**src/rtl/async_fifo_rd_ctrl.sv**
```systemverilog
// Read-side controller of the async FIFO: Gray read pointers, RAM fetch on !EMPTY,
// and a 2-entry first-word-fall-through output buffer with valid/ready handshake.
module async_fifo_rd_ctrl #(
    parameter int C_DEPTH_BITS = 10,
    parameter int C_DATA_WIDTH = 32
) (
    input  logic                    RD_CLK,
    input  logic                    wDirClr,
    input  logic                    EMPTY,
    output logic [C_DEPTH_BITS-1:0] RD_PTR,
    output logic [C_DEPTH_BITS-1:0] RD_PTR_P1,
    output logic                    RD_VALID,
    output logic                    RAM_RD_EN,
    output logic [C_DEPTH_BITS-1:0] RAM_RD_ADDR,
    input  logic [C_DATA_WIDTH-1:0] RAM_RD_DATA,
    output logic [C_DATA_WIDTH-1:0] DOUT,
    output logic                    DOUT_VALID,
    input  logic                    DOUT_READY
);

    function automatic logic [C_DEPTH_BITS-1:0] gray(input logic [C_DEPTH_BITS-1:0] x);
        return x ^ (x >> 1);
    endfunction

    logic [C_DEPTH_BITS-1:0] bin_q, bin_d, bin_p1_d;
    logic [C_DEPTH_BITS-1:0] rd_ptr_q, rd_ptr_p1_q;
    logic                    rd_valid_q;
    logic                    in_fl_q;
    logic [1:0]              occ_q, occ_d;
    logic                    hd_q, hd_d;
    logic                    tail;
    logic [C_DATA_WIDTH-1:0] ob_q [2];
    logic [1:0]              cnt;
    logic                    pop, fetch, wr;

    always_comb begin
        cnt      = occ_q + {1'b0, in_fl_q};
        pop      = (occ_q != 2'd0) & DOUT_READY;
        fetch    = ~EMPTY & ~wDirClr & ((cnt < 2'd2) | pop);
        // The word fetched last cycle is on RAM_RD_DATA now; the credit rule keeps occ_q < 2 here.
        wr       = in_fl_q;
        tail     = hd_q ^ occ_q[0];
        bin_d    = bin_q + {{(C_DEPTH_BITS-1){1'b0}}, fetch};
        bin_p1_d = bin_d + {{(C_DEPTH_BITS-1){1'b0}}, 1'b1};
        hd_d     = hd_q ^ pop;
        occ_d    = occ_q;
        case ({wr, pop})
            2'b10:   occ_d = occ_q + 2'd1;
            2'b01:   occ_d = occ_q - 2'd1;
            default: occ_d = occ_q;
        endcase
    end

    always_ff @(posedge RD_CLK or posedge wDirClr) begin
        if (wDirClr) begin
            bin_q       <= '0;
            rd_ptr_q    <= '0;
            rd_ptr_p1_q <= {{(C_DEPTH_BITS-1){1'b0}}, 1'b1};
            rd_valid_q  <= 1'b0;
            in_fl_q     <= 1'b0;
            occ_q       <= '0;
            hd_q        <= 1'b0;
            ob_q[0]     <= '0;
            ob_q[1]     <= '0;
        end else begin
            bin_q       <= bin_d;
            rd_ptr_q    <= gray(bin_d);
            rd_ptr_p1_q <= gray(bin_p1_d);
            rd_valid_q  <= fetch;
            in_fl_q     <= fetch;
            occ_q       <= occ_d;
            hd_q        <= hd_d;
            if (wr) ob_q[tail] <= RAM_RD_DATA;
        end
    end

    assign RD_PTR      = rd_ptr_q;
    assign RD_PTR_P1   = rd_ptr_p1_q;
    assign RD_VALID    = rd_valid_q;
    assign RAM_RD_EN   = fetch;
    assign RAM_RD_ADDR = bin_q;
    assign DOUT        = ob_q[hd_q];
    assign DOUT_VALID  = (occ_q != 2'd0);

endmodule

```
**config.mk**
```make
export PLATFORM = sky130hd
export DESIGN_NAME = async_fifo_rd_ctrl
export DESIGN_NICKNAME = d
export VERILOG_FILES = /design/src/rtl/async_fifo_rd_ctrl.sv
export SDC_FILE = /design/constraint.sdc
export NUM_CORES = 1
export LEC_CHECK = 0
export CORE_UTILIZATION = 50
export DETAILED_ROUTE_END_ITERATION = 6
export GPL_ROUTABILITY_DRIVEN = 0
export HOLD_SLACK_MARGIN = 0.05
export PLACE_DENSITY = 0.8
export SYNTH_ARGS = -nofsm -noshare
export SYNTH_HDL_FRONTEND = slang
export SYNTH_SLANG_ARGS = --single-unit
```
**constraint.sdc**
```tcl
create_clock -name RD_CLK -period 3.7 [get_ports RD_CLK]
set_clock_uncertainty 0.05 [all_clocks]
set_input_delay 0.37 -clock RD_CLK [delete_from_list [all_inputs] [get_ports RD_CLK]]
set_output_delay 0.37 -clock RD_CLK [all_outputs]
set_load 0.01 [all_outputs]
```
* Word-level counts from Yosys, hierarchy flattened
Index checks and enable logic that the tools add are counted.
** Operators by class
- Order comparisons :: 4
- Muxes and demuxes :: 7
- Equality and inequality tests :: 2
- Add/subtract/negate cells :: 5
- Bitwise operators :: 12
- Reduce and logical (&&, ||, !) cells :: 3
** Operators with widths (count)
- two-way mux 32 bit :: 4
- bitwise mux 64 bit :: 1
- demux 32 bit (select 1 bit) :: 1
- XOR 10 x 9 -> 10 bit :: 2
- adder 10 x 1 -> 10 bit :: 1
- adder 10 x 1 -> 10 bit (second input constant) :: 1
- >= comparator 2 bit (second input constant) :: 2
- inverter 1 -> 2 bit :: 2
- case mux 2 bit (2 select lines) :: 1
- nonzero test 2 bit :: 2
- AND 1 bit :: 3
- adder 2 x 1 -> 2 bit :: 1
- adder 2 x 1 -> 2 bit (second input constant) :: 1
- == test 2 x 1 -> 1 bit (second input constant) :: 1
- == test 2 bit (second input constant) :: 1
- less-than comparator 2 x 1 -> 1 bit (second input constant) :: 1
- less-than comparator 2 bit (second input constant) :: 1
- inverter 1 bit :: 2
- subtractor 2 x 1 -> 2 bit (second input constant) :: 1
- XOR 1 bit :: 2
- logical AND 1 bit :: 1
- bitwise OR 1 bit :: 1
** Storage, ports and cells
- Output and inout port bits :: 65
- Flip-flop bits (word level) :: 98
- Word-level logic and storage cells :: 41
- Input bits :: 36

* Logic depth before layout (Yosys ltp)
- Word-level depth :: 7
- Gate-level depth with buffers :: 14
- Mapped depth without buffers :: 14

* Least setup slack after synthesis
Ideal clock, no wire load.
- Path type :: register -> register
- Start :: register in_fl_q
- End :: register rd_ptr_p1_q[4] (netlist: RD_PTR_P1[4])
- Period minus slack after synthesis :: 2.979 ns
- Arrival time :: 2.795 ns
- Path buffers :: 0
- Data required time :: 3.516 ns
- Cell stages (with the launch flop) :: 13
- Library setup time :: 0.134 ns
- Path slack :: 0.721 ns
- Cells stage by stage :: dfrtp_1 > nand2_1 > xor2_1 > nor2_1 > nor3_1 > ha_1 > ha_1 > nand3_1 > xnor2_1 > ha_1 > nand3_1 > xor3_1 > xor2_1
** Between the ends
- Cells in the longest elaborated chain, start to end :: 7
** RTL lines
- from (decl) :: RTL line 28 : logic in_fl_q;
- from (signal assigned) :: RTL line 70 : in_fl_q <= fetch;
- adder 2 x 1 -> 2 bit :: RTL line 37 : cnt = occ_q + {1'b0, in_fl_q};
- less-than comparator 2 bit :: RTL line 39 : fetch = ~EMPTY & ~wDirClr & ((cnt < 2'd2) | pop);
- bitwise OR 1 bit :: RTL line 39
- AND 1 bit :: RTL line 39
- named net RAM_RD_EN :: RTL line 13 : output logic RAM_RD_EN,
- adder 10 x 1 -> 10 bit :: RTL line 43 : bin_d = bin_q + {{(C_DEPTH_BITS-1){1'b0}}, fetch};
- named net bin_d[4] :: RTL line 25 : logic [C_DEPTH_BITS-1:0] bin_q, bin_d, bin_p1_d;
- adder 10 x 1 -> 10 bit :: RTL line 44 : bin_p1_d = bin_d + {{(C_DEPTH_BITS-1){1'b0}}, 1'b1};
- XOR 10 x 9 -> 10 bit :: RTL line 22 : return x ^ (x >> 1);
- to (signal assigned) :: RTL line 58 : rd_ptr_p1_q <= {{(C_DEPTH_BITS-1){1'b0}}, 1'b1};
- to (signal assigned) :: RTL line 68 : rd_ptr_p1_q <= gray(bin_p1_d);
- to (decl) :: RTL line 26 : logic [C_DEPTH_BITS-1:0] rd_ptr_q, rd_ptr_p1_q;
The timed path passes the listed nets, and every way through them passes these cells.
A chain may end at the register's enable or synchronous reset.

* Worst setup path after layout
- Start :: register occ_q[0]
- End :: register rd_ptr_p1_q[8] (netlist: RD_PTR_P1[8])
** Between the ends
- Cells in the longest elaborated chain, start to end :: 7
- Elaborated cells between the ends (all ways) :: 9
- Classes of those cells :: add/sub (3); order compare (1); bitwise (4); reduce/logical (1)
** RTL lines
- from (decl) :: RTL line 29 : logic [1:0] occ_q, occ_d;
- from (signal assigned) :: RTL line 61 : occ_q <= '0;
- from (signal assigned) :: RTL line 71 : occ_q <= occ_d;
- adder 2 x 1 -> 2 bit / nonzero test 2 bit (equally long branches) :: RTL line 37, 38
- less-than comparator 2 bit / AND 1 bit (equally long branches) :: RTL line 39, 38
- bitwise OR 1 bit (*) :: RTL line 39
- AND 1 bit (*) :: RTL line 39
- adder 10 x 1 -> 10 bit (*) :: RTL line 43
- named net bin_d[4] :: RTL line 25
- adder 10 x 1 -> 10 bit (*) :: RTL line 44
- XOR 10 x 9 -> 10 bit (*) :: RTL line 22
Mark *: on every way through the listed nets, which the timed path passes. The rest lies on a longest branch.

==> impl_metrics.tcl <==
set metrics [dict create \
    status "finished clean" \
    first_global_vias 2728 \
    vias 2526 \
    fp-row-count 33 \
    ir_drop_v 0.000507 \
    cp_common_cell "ha_1" \
    seq_area_frac_synth_pct 57.2 \
    cts_tree "done" \
    cts_sinks 97 \
    grt-ovfl-total 0 \
    cts_buffers 9 \
    die_area_mm2 0.00886 \
    hp-class "input port to asynchronous set/reset pin" \
    finalSetupViolations 0 \
    maxSlewViolCount 0 \
    power_density_mw_per_mm2 852 \
    wl_um 8260 \
    critPathSlowestCell "dfrtp_1" \
    layout_common_cells "clkdlybuf4s50_1, dfrtp_1, mux2_2, xor2_1, ha_1" \
    ctsLongestPathBuffers 2 \
    seqCellArea_mm2 0.00243 \
    place_hpwl_um 5630 \
    antenna_left 0 \
    critPathKind "flop to flop" \
    core_area_mm2 0.00822 \
    total_power_mw 4.71 \
    diodes 0 \
    grt_max_degree 62 \
    yosys_warnings 0 \
    avgViaCountPerCell 5.12 \
    first_iter_violations 69 \
    fin_cells 493 \
    nets 430 \
    path_delay_family "simple AND/OR/NAND/NOR gates" \
    cts.clk_slew.worst_paths_ps 90 \
    syn_to_final_growth_pct 30.3 \
    post_cts_buffers 0 \
    clk_latency_ps 350 \
    final_common_cell "clkdlybuf4s50_1" \
    fill_cells 606 \
    period_minus_slack_ps 3260 \
    die_w_um 94.1 \
    drc 0 \
    post_dp_cell_area_mm2 0.00533 \
    track_usage_pct 20.2 \
    dp.cells 477 \
    synthTopCellsByArea "dfrtp_1, mux2_2, xor2_1, ha_1, xnor2_1" \
    initial_core_util_pct 51.6 \
    relSlewSlack_pct 42.2 \
    slowest_delay_ps 460 \
    p_leak_nw 2.39 \
    ios 101 \
    cap_violations 0 \
    ys_ff_latch 97 \
    io_buffers 100 \
    synth_top_area_share_pct 56.6 \
    crit_required_ps 3880 \
    fmax_ghz 0.307 \
    final_area_mm2 0.00553 \
    synthesis.area_per_instance_um2 15.2 \
    antenna_found_initial 0 \
    setup_tns_ps 0 \
    wl_per_cell_um 16.8 \
    drive_gt1_share_pct 31.4 \
    whs_ps 449 \
    cp-end-kind "flop" \
    worst_pin_slew_ps 867 \
    startpoint_type "flop" \
    firstDrtPassIters 4 \
    place_ws_ps 374 \
    rsz0062_at_grt "no" \
    synthesis.area_mm2 0.00424 \
    layout_setup_ws_ps 439 \
    timing.final.hold_violations 0 \
    cp_cell_sequence "nand2_1 -> xor2_1 -> nor2_1 -> nor3_1 -> ha_1 -> ha_1 -> nand3_1 -> xnor2_1 -> ha_1 -> nand3_1 -> nor2_1 -> nand2_1 -> xnor3_1" \
    crit_fanout 5 \
    grt_pass1_wl_um 13400 \
    fin_util_pct 67.3 \
    holdBufCountCts 0 \
    synth_top_area_cell "dfrtp_1" \
    die-height_um 94.1 \
    arrival_ps 3440 \
    ys_types 26 \
    post-route-period-util_pct 88.1 \
    multi_input_area_mm2 0.00172 \
    syn_nets 327 \
    htree_levels 3 \
    post_cts_resized 0 \
    cts_root_buffer "clkbuf_8" \
    synth_cells 280 \
    path_buf_inv 0 \
]
## cell usage after synthesis
cell type,n
or2_2,1
buf_6,3
nand4_2,1
xnor3_1,2
nand3_2,1
dfstp_2,1
nand2b_1,1
nand4_1,1
xor3_1,2
mux2_2,94
xor3_4,1
nor3_1,1
buf_2,5
mux2_4,2
xnor2_1,9
xor2_1,17
nand3_1,5
nor2_1,7
and2_1,1
inv_1,5
nor3_2,1
dfrtp_1,96
buf_1,3
ha_1,11
nand2_1,8
buf_4,1
## sequential cells by signal (all words and copies together) (netlist names)
signal	cells
in_fl_q	1
RD_PTR_P1	10
occ_q	2
RD_PTR	9
hd_q	1
ob_q	64
RAM_RD_ADDR	10
## path summary, 6_finish.rpt
path                       startpoint        endpoint  slack, ps  cells past startpoint
max                          occ_q[0]    RD_PTR_P1[8]        440                     13
min                           wDirClr  RAM_RD_ADDR[1]        450                      2
max reg2reg                  occ_q[0]    RD_PTR_P1[8]        440                     13
min reg2reg                  ob_q[40]        ob_q[40]        460                      1
max in group asynchronous     wDirClr        ob_q[20]       2340                      3
min in group RD_CLK          ob_q[40]        ob_q[40]        460                      1
## cells by family (layout without fill, tap and decap cells)
logic type / count (synthesis) / in the layout / synth area share (%)
flip-flops: 97 / 97 / 57.2
multiplexers: 96 / 96 / 25.7
XOR/XNOR: 31 / 31 / 8.20
AND/OR/NAND/NOR: 28 / 28 / 3.39
buffers and inverters: 17 / 125 / 2.27
adder cells (fa/ha/maj): 11 / 11 / 3.24
## area by class of cell
| cell class | instances | share of cell area (%) |
|---|---|---|
| clock inverter | 4 | 0.950 |
| inverter | 5 | 0.385 |
| multi-input combinational | 166 | 31.1 |
| clock buffer | 12 | 2.62 |
| timing repair buffer | 104 | 18.6 |
| sequential | 97 | 43.9 |
| tap | 105 | 2.38 |
## power by group
part	total [mW]	internal [mW]	leakage (nW)	switching, mW
registers	1.79	1.53	1.17	0.255
clock network	0.689	0.332	0.0888	0.357
logic	2.23	1.39	1.13	0.847
## per-layer routing
metal | global-route usage (%) | wire, µm | vias up
li1 | - | - | 1169
met2 | 34.4 | 4120 | 76
met1 | 25.7 | 3540 | 1270
met4 | 6.54 | 108 | 0
met3 | 4.45 | 492 | 11
met5 | 0 | 0 | -
## worst reg2reg max path: stages (launching register included)
cell and delay (ps):
dfrtp_1 460, nand2_1 100, xor2_1 190, nor2_1 60, nor3_1 300, ha_1 250, ha_1 240, nand3_1 130
xnor2_1 370, ha_1 230, nand3_1 120, nor2_1 180, nand2_1 130, xnor3_1 340
Note: power is estimated with default switching activity, not from simulation.
